--- config.mk ---
export PLATFORM = sky130hd
export DESIGN_NAME = uart_tx
export DESIGN_NICKNAME = d
export VERILOG_FILES = /design/src/rtl/uart_tx.sv
export SDC_FILE = /design/constraint.sdc
export NUM_CORES = 1
export LEC_CHECK = 0
export ABC_AREA = 1
export BUFFER_PORTS_ARGS = -buffer_cell sky130_fd_sc_hd__buf_4
export CAP_MARGIN = 20
export CELL_PAD_IN_SITES_DETAIL_PLACEMENT = 1
export CELL_PAD_IN_SITES_GLOBAL_PLACEMENT = 1
export CORE_MARGIN = 1.5
export CORE_UTILIZATION = 45
export DETAILED_ROUTE_END_ITERATION = 8
export PLACE_DENSITY = 0.84
export SLEW_MARGIN = 20
export SYNTH_ARGS = -nofsm -noshare
export SYNTH_HDL_FRONTEND = slang
export SYNTH_SLANG_ARGS = --single-unit
--- constraint.sdc ---
create_clock -name clk -period 5.2 [get_ports clk]
set_input_delay 1.04 -clock clk [delete_from_list [all_inputs] [get_ports clk]]
set_output_delay 1.04 -clock clk [all_outputs]
set_load 0.05 [all_outputs]
--- src/rtl/uart_tx.sv ---
// UART transmitter, 8N1, with a power-of-two transmit FIFO in front of the
// serializer. A new frame starts one edge after a byte lands in an empty FIFO.
// Frames queued behind each other go out with no idle gap between them.
//
// state | meaning
// ------+------------------------------------------------------------
// IDLE  | line idle high, waiting for the FIFO to become non-empty
// START | start bit (io_tx=0) for one bit time
// DATA  | eight data bits, LSB first, io_tx follows shift[0]
// STOP  | stop bit (io_tx=1) for one bit time, then chain or go idle
module uart_tx #(
  parameter int CLKS_PER_BIT = 868,
  parameter int FIFO_DEPTH   = 8
) (
  input  logic                          clk,
  input  logic                          rstn,
  input  logic [7:0]                    tx_data,
  input  logic                          tx_valid,
  output logic                          tx_ready,
  output logic                          io_tx,
  output logic                          busy,
  output logic [$clog2(FIFO_DEPTH):0]   fifo_count
);

  localparam int             AW        = $clog2(FIFO_DEPTH);
  localparam logic [AW:0]    FULL_CNT  = (AW+1)'(FIFO_DEPTH);
  localparam logic [15:0]    BAUD_LAST = 16'(CLKS_PER_BIT - 1);

  localparam logic [1:0] IDLE  = 2'd0;
  localparam logic [1:0] START = 2'd1;
  localparam logic [1:0] DATA  = 2'd2;
  localparam logic [1:0] STOP  = 2'd3;

  logic [1:0]    state;
  logic [15:0]   baud_cnt;
  logic [2:0]    bit_cnt;
  logic [7:0]    shift;
  logic [AW-1:0] wr_ptr;
  logic [AW-1:0] rd_ptr;
  logic [7:0]    mem [FIFO_DEPTH];

  logic push;
  logic pop;
  logic bit_end;
  logic fifo_empty;

  // Ready depends only on the registered count, so a pop in the same cycle
  // never lets a full FIFO accept.
  assign tx_ready   = (fifo_count != FULL_CNT);
  assign push       = tx_valid && tx_ready;
  assign fifo_empty = (fifo_count == '0);
  assign bit_end    = (baud_cnt == BAUD_LAST);
  assign pop        = !fifo_empty && ((state == IDLE) || ((state == STOP) && bit_end));
  assign busy       = (state != IDLE) || !fifo_empty;

  // FIFO storage; contents need no reset because the count gates every read.
  always_ff @(posedge clk) begin
    if (push) mem[wr_ptr] <= tx_data;
  end

  // FIFO pointers and occupancy; pointers wrap naturally at the power-of-two depth.
  always_ff @(posedge clk) begin
    if (!rstn) begin
      wr_ptr     <= '0;
      rd_ptr     <= '0;
      fifo_count <= '0;
    end else begin
      if (push) wr_ptr <= wr_ptr + 1'b1;
      if (pop)  rd_ptr <= rd_ptr + 1'b1;
      case ({push, pop})
        2'b10:   fifo_count <= fifo_count + 1'b1;
        2'b01:   fifo_count <= fifo_count - 1'b1;
        default: fifo_count <= fifo_count;
      endcase
    end
  end

  // Frame sequencer; io_tx is registered and set on the same edge as the state change.
  always_ff @(posedge clk) begin
    if (!rstn) begin
      state    <= IDLE;
      baud_cnt <= '0;
      bit_cnt  <= '0;
      shift    <= '0;
      io_tx    <= 1'b1;
    end else begin
      case (state)
        IDLE: begin
          io_tx <= 1'b1;
          if (pop) begin
            shift    <= mem[rd_ptr];
            state    <= START;
            io_tx    <= 1'b0;
            baud_cnt <= '0;
            bit_cnt  <= '0;
          end
        end
        START: begin
          if (bit_end) begin
            baud_cnt <= '0;
            state    <= DATA;
            io_tx    <= shift[0];
          end else begin
            baud_cnt <= baud_cnt + 16'd1;
          end
        end
        DATA: begin
          if (bit_end) begin
            baud_cnt <= '0;
            if (bit_cnt == 3'd7) begin
              state <= STOP;
              io_tx <= 1'b1;
            end else begin
              bit_cnt <= bit_cnt + 3'd1;
              shift   <= shift >> 1;
              // shift[1] is what shift[0] becomes after this edge.
              io_tx   <= shift[1];
            end
          end else begin
            baud_cnt <= baud_cnt + 16'd1;
          end
        end
        STOP: begin
          if (bit_end) begin
            baud_cnt <= '0;
            if (pop) begin
              shift   <= mem[rd_ptr];
              state   <= START;
              io_tx   <= 1'b0;
              bit_cnt <= '0;
            end else begin
              state <= IDLE;
            end
          end else begin
            baud_cnt <= baud_cnt + 16'd1;
          end
        end
        default: begin
          state <= IDLE;
          io_tx <= 1'b1;
        end
      endcase
    end
  end

endmodule

# ---- After elaboration in Yosys (flattened, before gate mapping)
# Memories as Yosys holds them, arrays and structs flattened. A register that Yosys moved wholly into a read port is not among the register bits.
# Index checks and enable logic that the tools add are counted.
# Widths: inputs -> output; s select.
dict set report op_classes {
  addsub 6
  n_mul 0
  div_mod_pow 0
  n_lt_le_gt_ge 0
  n_eq_ne 15
  shifts 0
  n_mux 32
  bitwise 0
  n_reduce_logical 15
}
# cell count
set ops {}
lappend ops {{$mux 16} 2}
lappend ops {{$mux 8} 4}
lappend ops {{$pmux 16 s2} 1}
lappend ops {{$pmux 8 s3} 1}
lappend ops {{$mux 3} 6}
lappend ops {{$add 16x1->16 const B} 1}
lappend ops {{$eq 16x10->1 const B} 1}
lappend ops {{$ne 2x2->1 const B} 7}
lappend ops {{$mux 2} 5}
lappend ops {{$add 3x1->3 const B} 3}
lappend ops {{$mux 1} 9}
lappend ops {{$pmux 3 s3} 1}
lappend ops {{$pmux 2 s4} 1}
lappend ops {{$pmux 4 s2} 1}
lappend ops {{$reduce_and 4->1} 2}
lappend ops {{$eq 2x2->1 const B} 3}
lappend ops {{$reduce_and 5->1} 1}
lappend ops {{$add 4x1->4 const B} 1}
lappend ops {{$eq 2x1->1 const B} 2}
lappend ops {{$logic_not 4->1} 1}
lappend ops {{$ne 4x4->1 const B} 1}
lappend ops {{$pmux 1 s4} 1}
lappend ops {{$reduce_bool 2->1} 2}
lappend ops {{$sub 4x1->4 const B} 1}
lappend ops {{other kinds (7)} 10}
dict set report totals {
  reg_bits 40
  latch_bits 0
  ramBits 64
  mem_bits_ro 0
  word_cells 77
  mem_count 1
}
# name depth word_bits rd rd_clocked_by_memory_dff write_ports line
set mem_list {}
lappend mem_list {mem 8 8 1 1 1 40} ;# logic [7:0] mem [FIFO_DEPTH];

# ---- Logic depth before layout (Yosys ltp)
# Gate-level depths: netlist (run 1).
dict set report depth {
  depth_word 7
  mapped_depth 17
  mapped_depth_nobuf 16
}

# ---- Worst setup path before layout (run 1)
# No wires, ideal clock.
dict set report synth_timing {
  path_kind {reg2reg}
  start {register fifo_count[0]}
  end {register fifo_count[2]}
  t_arrival_ns 2.581
  required_ns 5.085
  slack_ns 2.503
  stages_incl_launch_ff 11
  n_path_buf 0
  cell_sequence {dfxtp_1 -> nor2_1 -> nand3_1 -> nand2_1 -> ha_1 -> xor2_1 -> ha_1 -> a21oi_1 -> xnor2_1 -> o21ai_0 -> inv_1}
}
dict set report synth_via {
  word_cells_on_any_way 11
  classes_between {2 x add/sub; 3 x eq/ne; 1 x mux; 5 x reduce/logical}
}
# item line
set synth_lines {}
lappend synth_lines {{start: declaration} 22} ;# output logic [$clog2(FIFO_DEPTH):0] fifo_count
lappend synth_lines {{start signal: assignment} 71} ;# 2'b10: fifo_count <= fifo_count + 1'b1;
lappend synth_lines {{start signal: assignment} 72} ;# 2'b01: fifo_count <= fifo_count - 1'b1;
lappend synth_lines {{start signal: assignment} 73} ;# default: fifo_count <= fifo_count;
lappend synth_lines {{$ne 4x4->1 *} 49} ;# assign tx_ready = (fifo_count != FULL_CNT);
lappend synth_lines {{net tx_ready} 19} ;# output logic tx_ready,
lappend synth_lines {{$logic_and 1x1->1 *} 50} ;# assign push = tx_valid && tx_ready;
lappend synth_lines {{$eq 2x1->1 or $eq 2x2->1 (tied branches)} 70} ;# case ({push, pop})
lappend synth_lines {{$pmux 4 s2 or $reduce_bool 2->1 (tied branches)} --}
# The timed path passes the listed nets; every way through them passes the cells marked *.
# A chain may end at the register's enable or synchronous reset.

# ---- Final worst setup path (run 1)
dict set report layout_timing {
  start {register state[0]}
  end {output port busy}
}
dict set report layout_via {
  elab_chain_cells 2
}
# item line
set layout_lines {}
lappend layout_lines {{start: declaration} 34} ;# logic [1:0] state;
lappend layout_lines {{start signal: assignment} 81} ;# state <= IDLE;
lappend layout_lines {{start signal: assignment} 92} ;# state <= START;
lappend layout_lines {{start signal: assignment} 101} ;# state <= DATA;
lappend layout_lines {{$reduce_bool 2->1} 54} ;# assign busy = (state != IDLE) || !fifo_empty;
lappend layout_lines {{$logic_or 1x1->1} 54}
lappend layout_lines {{end: declaration} 21} ;# output logic busy,
# Every way passes these cells.

==> flow_metrics.env, run 1 <==
export IMPL_outcome="complete, no violations"
export IMPL_grt_pass1_vias=4145
export IMPL_wire_per_inst_um=17.8
export IMPL_vias=3891
export IMPL_met3_usage_pct=3.92
export IMPL_finalSetupViolCount=0
export IMPL_portBuffers=17
export IMPL_synth_top_area_cell="edfxtp_1"
export IMPL_tightest_slew_ps=987
export IMPL_async_reset_ff_share_pct=0
export IMPL_grt_util_met1_pct=29.9
export IMPL_first_pass_iters=4
export IMPL_post_route_period_util_pct=52.4
export IMPL_clock_sinks=107
export IMPL_cts_tree="done"
export IMPL_endpoint_kind="output port"
export IMPL_ys_warn_count=0
export IMPL_htree_levels=3
export IMPL_arrival_ps=1690
export IMPL_cap_viol_max_count=0
export IMPL_track_usage_pct=23.6
export IMPL_postSynthAreaPerCell_um2=8.75
export IMPL_gp_congestion=0.805
export IMPL_synth_top_cell_area_share_pct=38.7
export IMPL_synth_fp_nets=593
export IMPL_clk_latency_ps=380
export IMPL_worstSetupPathType="reg -> out"
export IMPL_intPower_mw=1.48
export IMPL_fin_skew_ps=13.8
export IMPL_fp_dieH_um=108
export IMPL_grt_max_degree=34
export IMPL_cts_hold_buf=0
export IMPL_worstPathRequired_ps=4160
export IMPL_grt_overflow_total=0
export IMPL_finalCriticalPeriod_ps=2730
export IMPL_via_per_inst=5.40
export IMPL_vdd_drop_max_mv=0.263
export IMPL_antenna_found_initial=0
export IMPL_netlist_instances=568
export IMPL_seq_area_frac_synth_pct=56.0
export IMPL_hold_class="reg -> reg"
export IMPL_seqPwrFrac_pct=40.9
export IMPL_synthTopCellsByCount="167 x nand2_1, 80 x nand3_1, 64 x edfxtp_1"
export IMPL_drt_total_wl_um=12800
export IMPL_cts_repair_resized=0
export IMPL_synth_ff_type="edfxtp_1"
export IMPL_post_cts_buffers=0
export IMPL_total_power_mw=2.59
export IMPL_synth_edf_count=64
export IMPL_crit_start="state[0]$_SDFFE_PN0P_"
export IMPL_cts_max_path_buffers=2
export IMPL_dp_final_hpwl_um=9050
export IMPL_clockPowerShare_pct=18.4
export IMPL_final_antenna_net_count=0
export IMPL_die_x_um=108
export IMPL_switching_power_mw=1.11
export IMPL_fin_nets=601
export IMPL_rsz0062_at_grt="no"
export IMPL_yosysMostFrequentCell="nand2_1"
export IMPL_diodes=0
export IMPL_path_clk_slew_ps=100
export IMPL_p_leak_nw=2.19
export IMPL_coreArea_um2=10800
export IMPL_grt_pass1_wl_um=21000
export IMPL_cts_root_buffer="clkbuf_8"
export IMPL_ys_ff_latch=107
export IMPL_drc_errors=0
export IMPL_syn2layout_area_growth_pct=7.58
export IMPL_final_max_slew_violation_count=0
export IMPL_synth_cell_area_um2=4970
export IMPL_timing_rr_start="state[0]$_SDFFE_PN0P_"
export IMPL_max_freq_mhz=367
export IMPL_switching_share_pct=42.8
export IMPL_globalRouteMet2Util_pct=40.6
export IMPL_ys_top_cells_by_area="edfxtp_1 39%, dfxtp_1 17%, nand2_1 13%"
export IMPL_min_delay_start="shift[5]$_SDFFE_PN0P_"
export IMPL_max_slew_margin_rel_pct=34.1
export IMPL_drt_iter0_drc=203
export IMPL_grt_busiest_layer="met2"
export IMPL_cp_start_kind="flop"
export IMPL_synth_distinct_cells=30
export IMPL_p_per_area_nw_per_um2=484
export IMPL_dieArea_um2=11700
export IMPL_start_util_pct=46.0
export IMPL_hold_violations=0
export IMPL_pin_count=18
export IMPL_p_comb_share_pct=40.7
export IMPL_rows=38
export IMPL_cts_made_buffers=9
export IMPL_fin_worst_hold_slack_ps=495
export IMPL_fin_tns_setup_ps=0
export IMPL_drive_above_1_share_pct=9.12
export IMPL_path_max_fanout=6
==> final timing paths <==
path              slack, ps  cells past startpoint                    endpoint
hold / removal          500                      2       shift[5]$_SDFFE_PN0P_
hold reg to reg         500                      2       shift[5]$_SDFFE_PN0P_
setup / recovery       2470                      4                        busy
setup reg to reg       2470                     13  fifo_count[2]$_SDFFE_PN0P_
==> registers in the layout (all words and copies together) (netlist names), named ones only <==
| name | count |
|---|---|
| fifo_count | 4 |
| wr_ptr | 3 |
| baud_cnt | 16 |
| rd_ptr | 3 |
| io_tx | 1 |
| mem | 64 |
| state | 2 |
| bit_cnt | 3 |
| shift | 8 |
==> metal layers <==
layer / share of wire, % / up-vias
li1: - / 1892
met4: 2.2 / 0
met1: 46 / 1913
met5: 0 / -
met2: 50 / 65
met3: 2.7 / 21
==> power groups by stage <==
| stage | clock network, mW | registers, mW | logic [mW] |
|---|---|---|---|
| 6_report | 0.476 | 1.06 | 1.05 |
| 2_1_floorplan | 0 | 1.10 | 0.778 |
| 4_1_cts | 0.486 | 1.06 | 1.06 |
| 5_1_grt | 0.515 | 1.07 | 1.18 |
| 3_3_place_gp | 0 | 1.07 | 0.983 |
| 3_5_place_dp | 0 | 1.08 | 1.05 |
==> final cells by class <==
| class | instances | area, um2 |
|---|---|---|
| Clock inverter | 6 | 51.3 |
| Timing Repair Buffer | 18 | 135 |
| Fill cell | 1297 | 5450 |
| Tap cell | 140 | 175 |
| Multi-Input combinational cell | 395 | 1900 |
| Inverter | 45 | 169 |
| Sequential cell | 107 | 2780 |
| Clock buffer | 10 | 128 |
==> logic make-up after synthesis <==
| family | Yosys count | synth area share, % |
|---|---|---|
| simple gates | 319 | 27.7 |
| flops | 107 | 56.0 |
| buf+inv | 66 | 5.67 |
| compound gates | 58 | 6.35 |
| fa+ha+maj | 14 | 3.53 |
| xor+xnor | 4 | 0.705 |
==> worst max-delay path, stage by stage, from the launching register on <==
cell and delay (ps):
dfxtp_1 440, inv_1 120, ha_1 270, nand3_1 230, buf_4 250
==> cell usage in the layout, fill, tap and decap left out <==
| master | count |
|---|---|
| xor2_1 | 2 |
| xnor2_1 | 2 |
| clkbuf_8 | 9 |
| clkinv_2 | 2 |
| inv_2 | 1 |
| nor3_1 | 3 |
| a21oi_1 | 33 |
| o21ai_0 | 15 |
| a21oi_4 | 1 |
| nand2_1 | 167 |
| nor2_4 | 1 |
| a211oi_1 | 2 |
| edfxtp_1 | 64 |
| nand2_2 | 3 |
| nand3_1 | 80 |
| o21bai_1 | 1 |
| clkinv_4 | 1 |
| nand4_1 | 3 |
| inv_1 | 44 |
| nor2_2 | 3 |
| a31oi_1 | 1 |
| dfxtp_1 | 43 |
| nand3b_1 | 1 |
| o21ai_1 | 3 |
| clkinv_8 | 1 |
| clkbuf_1 | 1 |
| a21boi_1 | 1 |
| nand2_4 | 3 |
| inv_6 | 1 |
| clkinvlp_4 | 1 |
| ha_1 | 14 |
| nor2_1 | 47 |
| a21o_1 | 1 |
| or2_2 | 8 |
| buf_4 | 18 |
==> through the flow <==
stage	instances	util [%]	cell area (um2)	worst slack [ps]
final	721	49.5	5340	2470
after global routing	721	49.5	5340	2230
after CTS	721	49.5	5340	2440
after detailed placement	705	47.9	5160	2510
after global placement	705	47.9	5160	2720
after floorplan	568	-	4970	2500
Power figures use the tool's default switching activity.
==> inputs of run 2 (changes only) <==
ABC_AREA = 0   (was 1)
PLACE_DENSITY = 0.82   (was 0.84)
clock period = 2.4 ns   (was 5.2 ns; I/O delays follow)
==> flow_metrics.env, run 2 <==
export IMPL_dp_cells=553
export IMPL_outcome="complete, no violations"
export IMPL_post_route_period_util_pct=99.1
export IMPL_wire_per_inst_um=19.5
export IMPL_diodes=0
export IMPL_switching_power_mw=2.12
export IMPL_cp_start_kind="flop"
export IMPL_postSynthAreaPerCell_um2=12.4
export IMPL_largest_register_ffs=64
export IMPL_hold_violations=0
export IMPL_dieArea_um2=11300
export IMPL_final_max_slew_violation_count=0
export IMPL_vdd_drop_max_mv=0.540
export IMPL_die_x_um=106
export IMPL_htree_levels=3
export IMPL_syn2layout_area_growth_pct=16.4
export IMPL_grt_overflow_total=0
export IMPL_synth_cell_area_um2=4800
export IMPL_grt_pass1_vias=3410
export IMPL_p_comb_share_pct=38.2
export IMPL_cts_made_buffers=9
export IMPL_async_reset_ff_share_pct=0
export IMPL_intPower_mw=3.47
export IMPL_max_freq_mhz=421
export IMPL_ys_top_cells_by_area="edfxtp_1 40%, dfxtp_1 18%, mux4_2 7.5%"
export IMPL_dp_final_hpwl_um=7610
export IMPL_p_per_area_nw_per_um2=1000
export IMPL_p_leak_nw=2.06
export IMPL_final_cell_mix="64 x edfxtp_1, 55 x buf_4, 37 x nand2_1"
export IMPL_max_slew_margin_rel_pct=57.3
export IMPL_antenna_found_initial=0
export IMPL_slowest_delay_ps=370
export IMPL_synth_ff_type="edfxtp_1"
export IMPL_arrival_ps=2690
export IMPL_layout_cells_non_filler=574
export IMPL_ys_ff_latch=107
export IMPL_pin_count=18
export IMPL_cts_root_buffer="clkbuf_8"
export IMPL_total_power_mw=5.60
export IMPL_synth_top_area_cell="edfxtp_1"
export IMPL_final_antenna_net_count=0
export IMPL_cts_tree="done"
export IMPL_seq_area_frac_synth_pct=58.0
export IMPL_ys_warn_count=0
export IMPL_path_max_fanout=5
export IMPL_fin_worst_hold_slack_ps=333
export IMPL_crit_chain="nor4b_4 > and4_4 > o21ai_4 > inv_2 > ha_4 > xor2_2 > ha_2 > a21oi_2 > xor2_1 > or3_1 > a21oi_1"
export IMPL_finalSetupViolCount=0
export IMPL_clockPowerShare_pct=20.0
export IMPL_worstSetupPathType="reg -> reg"
export IMPL_start_util_pct=46.5
export IMPL_fin_skew_ps=19.2
export IMPL_rsz0062_at_grt="yes"
export IMPL_clk_latency_ps=370
export IMPL_grt_max_degree=35
export IMPL_final_common_cell="edfxtp_1"
export IMPL_portBuffers=17
export IMPL_netlist_instances=388
export IMPL_reg_largest_list="mem: 64 flops, baud_cnt: 16 flops, shift: 8 flops"
export IMPL_first_pass_iters=5
export IMPL_yosysMostFrequentCell="edfxtp_1"
export IMPL_endpoint_kind="flop"
export IMPL_via_per_inst=5.75
export IMPL_synth_distinct_cells=52
export IMPL_synth_edf_count=64
export IMPL_clock_sinks=107
export IMPL_switching_share_pct=37.9
export IMPL_drc_errors=0
export IMPL_drive_above_1_share_pct=28.3
export IMPL_finalCriticalPeriod_ps=2380
export IMPL_synth_fp_nets=413
export IMPL_track_usage_pct=20.7
export IMPL_fin_tns_setup_ps=0
export IMPL_crit_slowest_cell="dfxtp_1"
export IMPL_synth_top_cell_area_share_pct=40.0
export IMPL_regMostFlops="mem"
export IMPL_cp_top_family="simple AND/OR/NAND/NOR gates"
export IMPL_seqPwrFrac_pct=41.8
export IMPL_drt_total_wl_um=11200
export IMPL_gp_congestion=0.819
export IMPL_drt_iter0_drc=125
export IMPL_cap_viol_max_count=0
export IMPL_synthTopCellsByCount="64 x edfxtp_1, 43 x dfxtp_1, 39 x nand2_1"
export IMPL_worstPathRequired_ps=2710
export IMPL_coreArea_um2=10300
export IMPL_tightest_slew_ps=640
export IMPL_nFillCells=1073
export IMPL_grt_pass1_wl_um=17800
export IMPL_fin_nets=458
export IMPL_rows=37
export IMPL_fp_dieH_um=106
export IMPL_vias=3298
export IMPL_path_clk_slew_ps=120
export IMPL_cp_num_buf_inv=1
export IMPL_hold_class="in -> reg"
export IMPL_cts_max_path_buffers=2
## run 2: changes by cell type in the layout (fill, tap and decap cells not counted), moves of 16 or more
cell,delta
nand2_1,-130
nand3_1,-73
buf_4,+37
inv_1,-31
nor2_1,-18
a21oi_1,-16
mux4_2,+16
## run 2: through the flow
step / worst slack, ps / instance area [um2] / utilization (%)
final: 22.6 / 5590 / 54.1
after global routing: -84.1 / 5590 / 54.1
after CTS: 2.06 / 5520 / 53.5
after detailed placement: -111 / 5300 / 51.3
after global placement: 78.0 / 5300 / 51.3
after floorplan: -34.3 / 4850 / -
## run 2: worst paths after layout
path	slack, ps	start	cells after the start	end
hold / removal	330	tx_data[2]	1	mem[6][2]$_DFFE_PP_
setup reg to reg	20	baud_cnt[15]$_SDFFE_PN0N_	11	fifo_count[2]$_SDFFE_PN0P_
setup / recovery	20	baud_cnt[15]$_SDFFE_PN0N_	11	fifo_count[2]$_SDFFE_PN0P_
hold reg to reg	480	shift[3]$_SDFFE_PN0P_	2	shift[3]$_SDFFE_PN0P_
## run 2: kinds of logic (layout without fill, tap and decap cells)
group / after synthesis / count (layout) / synth area share, %
AND/OR/NAND/NOR: 126 / 126 / 13.7
flip-flops: 107 / 107 / 58.0
AO/OA/AOI/OAI: 69 / 69 / 10.1
buffers and inverters: 36 / 86 / 3.21
multiplexers: 28 / 28 / 10.0
adder cells (fa/ha/maj): 14 / 14 / 3.65
XOR/XNOR: 8 / 8 / 1.46
## run 2: power by group through the flow
stage	clock network [mW]	registers, mW	logic (mW)
floorplan	0	2.43	1.36
global placement	0	2.35	1.90
detailed placement	0	2.37	1.98
CTS	1.15	2.34	2.03
global route	1.21	2.37	2.32
finish	1.12	2.34	2.14
## run 2: worst register-to-register path, cell delays in order, from the launching register on
cell and delay (ps):
dfxtp_1 370, nor4b_4 350, and4_4 310, o21ai_4 80, inv_2 90, ha_4 170
xor2_2 140, ha_2 180, a21oi_2 40, xor2_1 170, or3_1 310, a21oi_1 140
## run 2: area by class of cell
type                            count  area (um2)  area share, %
Clock inverter                      7        81.3           1.46
Inverter                           15        58.8           1.05
Timing Repair Buffer               55         413           7.39
Sequential cell                   107        2800           50.1
Tap cell                          136         170           3.05
Clock buffer                        9         124           2.22
Multi-Input combinational cell    245        1940           34.8
## run 2: what timing repair did
item                       in CTS  in global routing
gates cloned                    0                  0
setup endpoints to repair       2                  2
gates resized for setup         8                 10
pin swaps                       3                  7
hold buffers                    0                  0
setup buffers                   1                  4
## run 2: per-layer routing
metal | wire (um) | global-route usage (%)
met5 | 0 | 0
met4 | 125 | 4.54
met3 | 350 | 4.41
met2 | 5900 | 36.1
met1 | 4790 | 26.6
